`config.mk`:
```
export PLATFORM = sky130hd
export DESIGN_NAME = tx_arbiter
export DESIGN_NICKNAME = d
export VERILOG_FILES = /design/src/rtl/tx_arbiter.sv
export SDC_FILE = /design/constraint.sdc
export NUM_CORES = 1
export LEC_CHECK = 0
export BUFFER_PORTS_ARGS = -buffer_cell sky130_fd_sc_hd__buf_2
export CAP_MARGIN = 5
export CORE_AREA = 2 2 88 90
export DETAILED_ROUTE_END_ITERATION = 7
export DIE_AREA = 0 0 90 92
export PLACE_DENSITY = 0.81
export SETUP_SLACK_MARGIN = 0.2
export SLEW_MARGIN = 20
export SYNTH_ARGS = -nofsm -noshare
export SYNTH_HDL_FRONTEND = slang
export SYNTH_SLANG_ARGS = --single-unit
export TNS_END_PERCENT = 5
```
`constraint.sdc`:
```
create_clock -name clk -period 2.8 [get_ports clk]
set_input_delay 0.56 -clock clk [delete_from_list [all_inputs] [get_ports clk]]
set_output_delay 0.56 -clock clk [all_outputs]
set_load 0.02 [all_outputs]
```
`src/rtl/tx_arbiter.sv`:
```
// rtl/tx_arbiter.sv - round-robin arbiter sharing one uart_tx between two byte producers
// Each requester owns a DEPTH-entry circular FIFO; the FSM drains one byte per start/done handshake.
module tx_arbiter #(
  parameter int N     = 8,
  parameter int DEPTH = 4
) (
  input  logic         clk,
  input  logic         reset,
  input  logic [N-1:0] i_data0,
  input  logic         i_valid0,
  output logic         o_ready0,
  input  logic [N-1:0] i_data1,
  input  logic         i_valid1,
  output logic         o_ready1,
  output logic [N-1:0] o_data_tx,
  output logic         o_tx_start,
  input  logic         i_tx_done,
  output logic         o_busy,
  output logic         o_grant
);

  localparam int AW = $clog2(DEPTH);
  localparam logic [AW:0] L_FULL = (AW+1)'(DEPTH);

  typedef enum logic [1:0] {S_IDLE, S_START, S_WAIT} state_t;

  state_t        r_state;
  logic [N-1:0]  r_mem0 [DEPTH];
  logic [N-1:0]  r_mem1 [DEPTH];
  logic [AW-1:0] r_wp0, r_rp0, r_wp1, r_rp1;
  logic [AW:0]   r_cnt0, r_cnt1;
  logic [N-1:0]  r_data_tx;
  logic          r_tx_start;
  logic          r_busy;
  logic          r_grant;

  logic w_ready0, w_ready1;
  logic w_push0, w_push1;
  logic w_ne0, w_ne1;
  logic w_idle, w_sel;
  logic w_pop0, w_pop1;

  // Ready comes from registered occupancy only, so a same-cycle pop never frees a slot early.
  assign w_ready0 = (r_cnt0 != L_FULL);
  assign w_ready1 = (r_cnt1 != L_FULL);
  assign w_push0  = i_valid0 && w_ready0;
  assign w_push1  = i_valid1 && w_ready1;
  assign w_ne0    = (r_cnt0 != '0);
  assign w_ne1    = (r_cnt1 != '0);
  assign w_idle   = (r_state == S_IDLE);
  // On a tie the requester that did not hold the last grant wins.
  assign w_sel    = (w_ne0 && w_ne1) ? ~r_grant : w_ne1;
  assign w_pop0   = w_idle && w_ne0 && !w_sel;
  assign w_pop1   = w_idle && w_ne1 && w_sel;

  always_ff @(posedge clk) begin
    if (w_push0) r_mem0[r_wp0] <= i_data0;
    if (w_push1) r_mem1[r_wp1] <= i_data1;
  end

  always_ff @(posedge clk or posedge reset) begin
    if (reset) begin
      r_wp0  <= '0;
      r_rp0  <= '0;
      r_cnt0 <= '0;
      r_wp1  <= '0;
      r_rp1  <= '0;
      r_cnt1 <= '0;
    end else begin
      if (w_push0) r_wp0 <= r_wp0 + 1'b1;
      if (w_pop0)  r_rp0 <= r_rp0 + 1'b1;
      if (w_push1) r_wp1 <= r_wp1 + 1'b1;
      if (w_pop1)  r_rp1 <= r_rp1 + 1'b1;
      case ({w_push0, w_pop0})
        2'b10:   r_cnt0 <= r_cnt0 + 1'b1;
        2'b01:   r_cnt0 <= r_cnt0 - 1'b1;
        default: r_cnt0 <= r_cnt0;
      endcase
      case ({w_push1, w_pop1})
        2'b10:   r_cnt1 <= r_cnt1 + 1'b1;
        2'b01:   r_cnt1 <= r_cnt1 - 1'b1;
        default: r_cnt1 <= r_cnt1;
      endcase
    end
  end

  // Grant resets to 1 so requester 0 wins the first tie.
  always_ff @(posedge clk or posedge reset) begin
    if (reset) begin
      r_state    <= S_IDLE;
      r_data_tx  <= '0;
      r_tx_start <= 1'b0;
      r_busy     <= 1'b0;
      r_grant    <= 1'b1;
    end else begin
      r_tx_start <= 1'b0;
      case (r_state)
        S_IDLE: begin
          if (w_ne0 || w_ne1) begin
            r_state    <= S_START;
            r_grant    <= w_sel;
            r_data_tx  <= w_sel ? r_mem1[r_rp1] : r_mem0[r_rp0];
            r_tx_start <= 1'b1;
            r_busy     <= 1'b1;
          end
        end
        S_START: r_state <= S_WAIT;
        S_WAIT: begin
          if (i_tx_done) begin
            r_state <= S_IDLE;
            r_busy  <= 1'b0;
          end
        end
        default: r_state <= S_IDLE;
      endcase
    end
  end

  assign o_ready0   = w_ready0;
  assign o_ready1   = w_ready1;
  assign o_data_tx  = r_data_tx;
  assign o_tx_start = r_tx_start;
  assign o_busy     = r_busy;
  assign o_grant    = r_grant;

endmodule

```
==> results_dict.tcl, run 1 <==
set metrics [dict create \
    status "finished clean" \
    finalCriticalPeriod_ns 2.31 \
    die_x_um 90 \
    syn_avg_cell_area_um2 17.8 \
    post_cts.repair.setup_buffers 0 \
    reg2reg_depth 9 \
    dp_hpwl_mm 4.06 \
    report.final.hold_viol_count 0 \
    clockBufferDepth 2 \
    tritoncts "built" \
    tightest_slew_ns 0.675 \
    hold_class "input pin to async pin" \
    power_mw 4.74 \
    ys_types 31 \
    fmax_mhz 433 \
    peakVddDrop_mv 0.454 \
    vias 1819 \
    ant_nets 0 \
    cp_data_arrival_time_ns 2.59 \
    dp.cells 340 \
    synthCells 210 \
    place.gp.congestion 0.750 \
    drtIter0Drc 131 \
    rsz0062_at_grt "false" \
    n_fill_cell 588 \
    die_area_um2 8280 \
    syn_nets 243 \
    crit_type "register to register" \
    clk_pin_slew_worst_paths_ns 0.10 \
    powerDensity_nw_per_um2 1120 \
    start_util 0.501 \
    finalMaxSlewViolations 0 \
    wl_per_cell_um 16.5 \
    tns_ns 0 \
    gr-usage-met3 0.0312 \
    cts_max_level 3 \
    seqCellArea_um2 2600 \
    cp-end-kind "register" \
    cap_violations 0 \
    antenna_found_initial 0 \
    syn_area_um2 3730 \
    ctsResizeCount 0 \
    totalWireLength_mm 5.86 \
    synth_warnings 0 \
    fp.coreArea_um2 7450 \
    crit_required_ns 3.08 \
    synth_seq_cells 91 \
    grtUsageMet2 0.241 \
    seq_area_frac_synth 0.697 \
    grt_usage 0.155 \
    slew_headroom 0.550 \
    grt_max_degree 28 \
    fp.dieH_um 92 \
    clock-sinks 91 \
    clkLatencyLatePin_ns 0.37 \
    r2r_start "r_cnt0[0]" \
    grt_pass1_wl_mm 9.41 \
    period_share 0.825 \
    cts_root_buffer "clkbuf_8" \
    setup_viol 0 \
    p_leak_nw 1.64 \
    cts_made_buffers 9 \
    use_met1 0.208 \
    worstSetupStartpointType "register" \
    vias_per_cell 5.11 \
    port_buffers 33 \
    area_growth_pct 13.0 \
    ios 34 \
    drc 0 \
    clock_skew_ns 0.0137 \
    top_usage_layer "met2" \
    rows 32 \
    overflow 0 \
    nNetsFinal 282 \
    drive_gt1_frac 0.291 \
    fin_cells 356 \
    rrSetupSlack_ns 0.49 \
    multi_input_area_um2 1030 \
    critPathMaxFanout 4 \
    drt_first_pass_iters 4 \
    diodes 0 \
    reg2reg_to "r_cnt1[2]" \
    hold_buffers 0 \
    grt_pass1_vias 1863 \
]
## cell usage after synthesis
| cell type | n | area (µm²) |
|---|---|---|
| nand3_1 | 2 | 10.0 |
| buf_6 | 1 | 11.3 |
| nor3_1 | 1 | 5.00 |
| and2_1 | 2 | 12.5 |
| a21oi_1 | 8 | 40.0 |
| buf_1 | 1 | 3.75 |
| buf_2 | 2 | 10.0 |
| dfstp_2 | 1 | 26.3 |
| and3_1 | 8 | 50.1 |
| nand2_1 | 2 | 7.51 |
| clkbuf_1 | 1 | 3.75 |
| xor2_1 | 7 | 61.3 |
| buf_8 | 1 | 15.0 |
| mux4_2 | 16 | 360 |
| inv_1 | 13 | 48.8 |
| a21o_1 | 2 | 15.0 |
| ha_1 | 10 | 125 |
| fa_1 | 2 | 40.0 |
| mux2i_1 | 10 | 100 |
| nand3b_1 | 1 | 7.51 |
| mux2_2 | 3 | 33.8 |
| buf_4 | 1 | 7.51 |
| or3_4 | 1 | 11.3 |
| xnor2_1 | 5 | 43.8 |
| o41a_2 | 1 | 12.5 |
| nor3_4 | 1 | 16.3 |
| o41a_1 | 1 | 11.3 |
| nor2_1 | 15 | 56.3 |
| o211a_1 | 1 | 10.0 |
| dfrtp_1 | 26 | 651 |
| edfxtp_1 | 64 | 1920 |
## area by class of cell
type	count	share of cell area
Sequential cell	91	0.617
Multi-Input combinational cell	99	0.244
Timing Repair Buffer	35	0.0428
Tap cell	102	0.0303
Clock buffer	9	0.0294
Clock inverter	7	0.0249
Inverter	13	0.0116
## cell usage in the layout (no fill, tap or decap), drive strengths merged
cell / instances
edfxtp: 64
buf: 35
dfrtp: 26
mux4: 16
inv: 16
nor2: 15
mux2i: 10
ha: 10
clkbuf: 9
a21oi: 8
and3: 8
xor2: 7
xnor2: 5
mux2: 3
a21o: 2
nand3: 2
and2: 2
nand2: 2
fa: 2
bufinv: 2
nor3: 2
o41a: 2
or3: 1
o211a: 1
nand3b: 1
clkinv: 1
clkinvlp: 1
dfstp: 1
## worst max-delay path: stages (launching register included)
cell	delay [ns]
dfrtp_1	0.41
or3_4	0.41
a21o_1	0.22
nor3_4	0.15
ha_1	0.20
inv_1	0.06
fa_1	0.37
xor2_1	0.15
nor2_1	0.11
xor2_1	0.16
## worst max-delay path by stage
stage	startpoint	end	slack, ns
after floorplan	r_cnt0[0]	r_cnt1[2]	0.47
after global placement	r_cnt0[0]	r_cnt1[2]	0.57
after detailed placement	r_cnt0[0]	r_cnt1[2]	0.51
after CTS	r_cnt0[0]	r_cnt1[2]	0.47
after global routing	r_cnt0[0]	r_cnt1[2]	0.34
final	r_cnt0[0]	r_cnt1[2]	0.49
## through the flow
| stage | utilization | setup WS [ns] | area, µm² | hold WS, ns |
|---|---|---|---|---|
| finish | 0.566 | 0.490 | 4210 | 0.248 |
| global route | 0.566 | 0.336 | 4210 | 0.272 |
| CTS | 0.566 | 0.469 | 4210 | 0.243 |
| detailed placement | 0.535 | 0.506 | 3990 | 0.490 |
| global placement | 0.535 | 0.573 | 3990 | 0.480 |
| floorplan | - | 0.467 | 3730 | 0.464 |
## cell families after synthesis
group	synth area share
xor gates and xnor gates	0.0282
muxes	0.133
buffers and inverters	0.0268
adders and majority gates	0.0443
AOI/OAI and AO/OA	0.0238
and+or+nand+nor	0.0473
DFF	0.697
## metal layers
metal	vias up	part of all wire
li1	866	-
met1	909	0.45
met2	32	0.50
met3	12	0.031
met4	0	0.025
met5	-	0
## power by group
part	switching, mW	internal (mW)
combinational	0.824	0.745
clock	0.472	0.516
sequential	0.313	1.87
total	1.61	3.13
## flip-flops by register name, summed over array words and instances (netlist names), 3 cells and up
| signal | count |
|---|---|
| r_cnt0 | 3 |
| o_data_tx | 8 |
| r_mem1 | 32 |
| r_cnt1 | 3 |
| r_mem0 | 32 |
Note: power is estimated with default switching activity, not from simulation.
==> run 2: changes to the inputs <==
- clock period: 2.8 -> 2.2 ns (I/O delays scaled with it)
==> run 2 against run 1 <==
  * The flow now finishes with violations (setup timing)
  * Critical endpoint unchanged
  * Worst hold slack got worse by 0.10 ns
  * Clock power increased by 12%
  * Sequential power up 25%
  * Sequential cell count unchanged
  * Critical path type unchanged
==> results_dict.tcl, run 2 (same netlist as run 1, synthesis figures left out) <==
set metrics [dict create \
    tightest_slew_ns 0.534 \
    diodes 0 \
    hold_buffers 0 \
    crit_chain "or3_4 > a21o_1 > nor3_4 > ha_2 > inv_2 > fa_2 > xor2_1 > nor2_1 > xor2_1" \
    fp.coreArea_um2 7450 \
    fp.dieH_um 92 \
    met3_length_um 180 \
    grt_pass1_wl_mm 9.63 \
    clock_skew_ns 0.00855 \
    drive_gt1_frac 0.350 \
    worstSetupStartpointType "register" \
    met2WireLength_mm 3.29 \
    finalCriticalPeriod_ns 2.24 \
    die_area_um2 8280 \
    port_buffers 33 \
    report.final.hold_viol_count 0 \
    peakVddDrop_mv 0.572 \
    cts_root_buffer "clkbuf_8" \
    drtIter0Drc 133 \
    rsz0062_at_grt "true" \
    ios 34 \
    area_growth_pct 15.4 \
    ant_nets 0 \
    rrSetupSlack_ns -0.04 \
    totalWireLength_mm 6.09 \
    slew_headroom 0.644 \
    crit_top_cell "xor2_1" \
    vias_per_cell 5.12 \
    rows 32 \
    cts_made_buffers 9 \
    grt_usage 0.155 \
    final_common_cell "edfxtp_1" \
    dpl_cell_area_um2 4070 \
    cap_violations 0 \
    cp-end-kind "register" \
    crit_start "r_cnt0[1]" \
    setup_viol 1 \
    die_x_um 90 \
    finalMaxSlewViolations 0 \
    period_share 1.02 \
    n_fill_cell 580 \
    cp_data_arrival_time_ns 2.50 \
    p_leak_nw 1.69 \
    drc 0 \
    finish.instance_area_um2 4300 \
    nNetsFinal 294 \
    r2r_start "r_cnt0[1]" \
    clockBufferDepth 2 \
    reg2reg_depth 9 \
    clk_pin_slew_worst_paths_ns 0.08 \
    top_layer_used "met4" \
    multi_input_area_um2 1060 \
    crit_required_ns 2.46 \
    cpPeakStageDelay_ns 0.39 \
    seqCellArea_um2 2600 \
    clkLatencyLatePin_ns 0.34 \
    antenna_found_initial 0 \
    fin_cells 368 \
    cp_slowest_cell "dfrtp_1" \
    critPathMaxFanout 2 \
    tritoncts "built" \
    fmax_mhz 446 \
    vias 1883 \
    status "finished, violations left" \
    met1_length_mm 2.55 \
    grt_pass1_vias 1963 \
    clock-sinks 91 \
    drt_first_pass_iters 4 \
    wl_per_cell_um 16.5 \
    place.gp.congestion 0.774 \
    powerDensity_nw_per_um2 1430 \
    failed_checks "setup timing" \
    crit_type "register to register" \
    reg2reg_to "r_cnt1[2]" \
    dp_hpwl_mm 4.38 \
    cts_max_level 3 \
    grt_max_degree 28 \
    hold_class "input pin to async pin" \
    overflow 0 \
    dp.cells 350 \
    fin_ws_ns -0.0427 \
    start_util 0.501 \
    mostFrequentLayoutCells "edfxtp_1 (64), buf_2 (33), dfrtp_1 (26)" \
]
==> run 2: cell types whose count changed in the layout (fill, tap and decap cells not counted), sizes merged <==
cell,change
bufinv,-1
clkinv,+2
inv,-1
buf,+12
==> run 2: worst max-delay path by stage <==
| stage | to | slack [ns] |
|---|---|---|
| final | r_cnt1[2] | -0.04 |
| after global routing | r_cnt1[2] | -0.20 |
| after CTS | r_cnt1[2] | -0.05 |
| after detailed placement | r_cnt1[2] | -0.13 |
| after global placement | r_cnt1[2] | 0.04 |
| after floorplan | r_cnt1[2] | -0.09 |
==> run 2: cell type report <==
type                    instances  share of cell area
clock inverters                 7              0.0177
flip-flops and latches         91               0.604
inverters                      13              0.0113
clock buffers                   9              0.0288
well taps                     102              0.0297
repair buffers                 47              0.0628
multi-input cells              99               0.246
==> run 2: worst max-delay path, delay by kind of cell (launching register included) <==
kind / cells / cell delay (ns)
AOI/OAI and AO/OA: 1 / 0.22
xor gates and xnor gates: 2 / 0.32
adders and majority gates: 2 / 0.55
buffers and inverters: 1 / 0.04
DFF: 1 / 0.39
and+or+nand+nor: 3 / 0.64
==> run 2: metrics by stage <==
stage	utilization	hold slack, ns	setup TNS [ns]	setup WS (ns)	total power [mW]
global placement	0.546	0.462	0	0.0357	4.88
floorplan	-	0.464	-0.0929	-0.0929	4.37
CTS	0.576	0.149	-0.0454	-0.0454	6.18
finish	0.578	0.145	-0.0427	-0.0427	6.14
global route	0.578	0.170	-0.204	-0.204	6.53
detailed placement	0.546	0.517	-0.133	-0.133	5.02
==> run 2: where the power goes <==
group | internal [mW] | switching [mW]
Sequential | 2.38 | 0.349
Clock | 0.535 | 0.576
Combinational | 1.13 | 1.17
==> run 2: repair_timing <==
item	4_1_cts	5_1_grt
setup endpoints to repair	4	7
gates resized for setup	4	2
buffers inserted	2	0
pin swaps	5	0
==> run 2: layer usage <==
metal | vias to the layer above | track usage
li1 | 886 | -
met1 | 959 | 0.198
met2 | 32 | 0.267
met3 | 6 | 0.0189
met4 | 0 | 0.0718
met5 | - | 0
==> run 3: changes to the inputs <==
- MAX_ROUTING_LAYER: default -> met4
==> run 3 against run 2 <==
  * The flow still finishes with violations (setup timing)
  * Clock skew down 0.00081 ns
  * Register-to-register slack about the same
  * Non-clock buffer count unchanged
  * Final cell count unchanged
  * Sequential power about the same
  * Via count up 0.16%
  * Core utilization unchanged
  * Total power about the same
  * Critical path type unchanged
  * Largest cell class unchanged
  * Largest power group unchanged
==> results_dict.tcl, run 3 (same netlist as run 1, synthesis figures left out) <==
set metrics [dict create \
    clock_skew_ns 0.00774 \
    dp.cells 350 \
    power_frac_comb 0.375 \
    tritoncts "built" \
    cts_made_buffers 9 \
    power_mw 6.15 \
    ant_nets 0 \
    grt_pass1_wl_mm 9.64 \
    drtIter0Drc 124 \
    clkLatencyLatePin_ns 0.34 \
    die_area_um2 8280 \
    area_growth_pct 15.4 \
    cp_slowest_cell "dfrtp_1" \
    port_buffers 33 \
    drt_first_pass_iters 4 \
    fp.dieH_um 92 \
    switching_power_mw 2.10 \
    rsz0062_at_grt "true" \
    reg2reg_depth 9 \
    powerDensity_nw_per_um2 1430 \
    crit_chain "or3_4 > a21o_1 > nor3_4 > ha_2 > inv_2 > fa_2 > xor2_1 > nor2_1 > xor2_1" \
    ios 34 \
    clock-sinks 91 \
    peakVddDrop_mv 0.574 \
    rows 32 \
    cp_data_arrival_time_ns 2.51 \
    critPathBufInv 1 \
    cpPeakStageDelay_ns 0.39 \
    p_clk_frac 0.181 \
    mostFrequentLayoutCells "edfxtp_1 (64), buf_2 (33), dfrtp_1 (26)" \
    report.final.hold_viol_count 0 \
    finalCriticalPeriod_ns 2.24 \
    clockBufferDepth 2 \
    failed_checks "setup timing" \
    crit_family "simple AND/OR/NAND/NOR gates" \
    antenna_found_initial 0 \
    r2r_start "r_cnt0[1]" \
    p_seq_frac 0.444 \
    hold_class "input pin to async pin" \
    period_share 1.02 \
    drc 0 \
    die_x_um 90 \
    final_common_cell "edfxtp_1" \
    setup_viol 1 \
    grt_pass1_vias 1956 \
    cp_num_cells 9 \
    worstSetupStartpointType "register" \
    finalMaxSlewViolations 0 \
    p_int_mw 4.05 \
    dp_hpwl_mm 4.38 \
    cp-end-kind "register" \
    wl_per_cell_um 16.5 \
    p_leak_nw 1.69 \
    nNetsFinal 294 \
    place.gp.congestion 0.784 \
    crit_start "r_cnt0[1]" \
    crit_top_cell "xor2_1" \
    crit_type "register to register" \
    fin_util 0.578 \
    critPathMaxFanout 2 \
    totalWireLength_mm 6.08 \
    vias 1886 \
    cap_violations 0 \
    fp.coreArea_um2 7450 \
    overflow 0 \
    vias_per_cell 5.13 \
    fmax_mhz 446 \
    crit_required_ns 2.46 \
    cts_root_buffer "clkbuf_8" \
    tns_ns -0.0424 \
    fin_ws_ns -0.0424 \
    sw_frac_of_total 0.341 \
    cts_max_level 3 \
    diodes 0 \
    grt_max_degree 28 \
    clk_pin_slew_worst_paths_ns 0.08 \
    slew_headroom 0.645 \
    grt_usage 0.159 \
    status "finished, violations left" \
    fin_cells 368 \
    drive_gt1_frac 0.350 \
    tightest_slew_ns 0.533 \
    start_util 0.501 \
]
-- run 3: cell counts in the layout (fill, tap and decap cells not counted) --
No cell type changed its count.
-- run 3: timing repair --
item	in CTS	in global routing
resized for setup	4	2
endpoints found under the setup margin	4	7
buffers inserted	2	0
pin swaps	5	0
hold buffers	0	0
-- run 3: power by group through the flow --
stage                     Sequential [mW]  Clock [mW]  Combinational [mW]
final                                2.73        1.11                2.30
after global routing                 2.80        1.21                2.52
after floorplan                      2.72           0                1.65
after CTS                            2.74        1.14                2.30
after detailed placement             2.77           0                2.24
after global placement               2.74           0                2.13
-- run 3: metal layers --
layer  GRT usage  vias to the layer above  part of all wire
li1            -                      886                 -
met1       0.198                      947              0.41
met2       0.267                       44              0.54
met3      0.0189                        9             0.035
met4      0.0718                        0             0.015
met5           -                        -                 0
-- run 3: final timing paths --
path / to / slack (ns)
max reg2reg: r_cnt1[2] / -0.04
min reg2reg: o_busy / 0.53
max in group asynchronous: o_grant / 1.75
max: r_cnt1[2] / -0.04
min in group clk: r_mem0[0][1] / 0.30
min: r_wp0[1] / 0.14
-- run 3: area by class of cell --
class / instances / area (µm²)
well taps: 102 / 128
clock buffers: 9 / 124
fillers: 580 / 3140
clock inverters: 7 / 76.3
repair buffers: 47 / 270
inverters: 13 / 48.8
flip-flops and latches: 91 / 2600
multi-input cells: 99 / 1060
-- run 3: stage by stage --
step / setup slack [ns] / hold WS (ns) / instance area (µm²)
global placement: 0.0357 / 0.462 / 4070
floorplan: -0.0929 / 0.464 / 3740
global route: -0.204 / 0.170 / 4300
CTS: -0.0454 / 0.149 / 4290
finish: -0.0424 / 0.144 / 4300
detailed placement: -0.133 / 0.517 / 4070
-- run 3: worst reg2reg max path: cells and delay by family, from the launching register on --
family / cells / cell delay, ns
AOI/OAI and AO/OA: 1 / 0.22
xor gates and xnor gates: 2 / 0.32
buffers and inverters: 1 / 0.04
adders and majority gates: 2 / 0.55
DFF: 1 / 0.39
and+or+nand+nor: 3 / 0.64
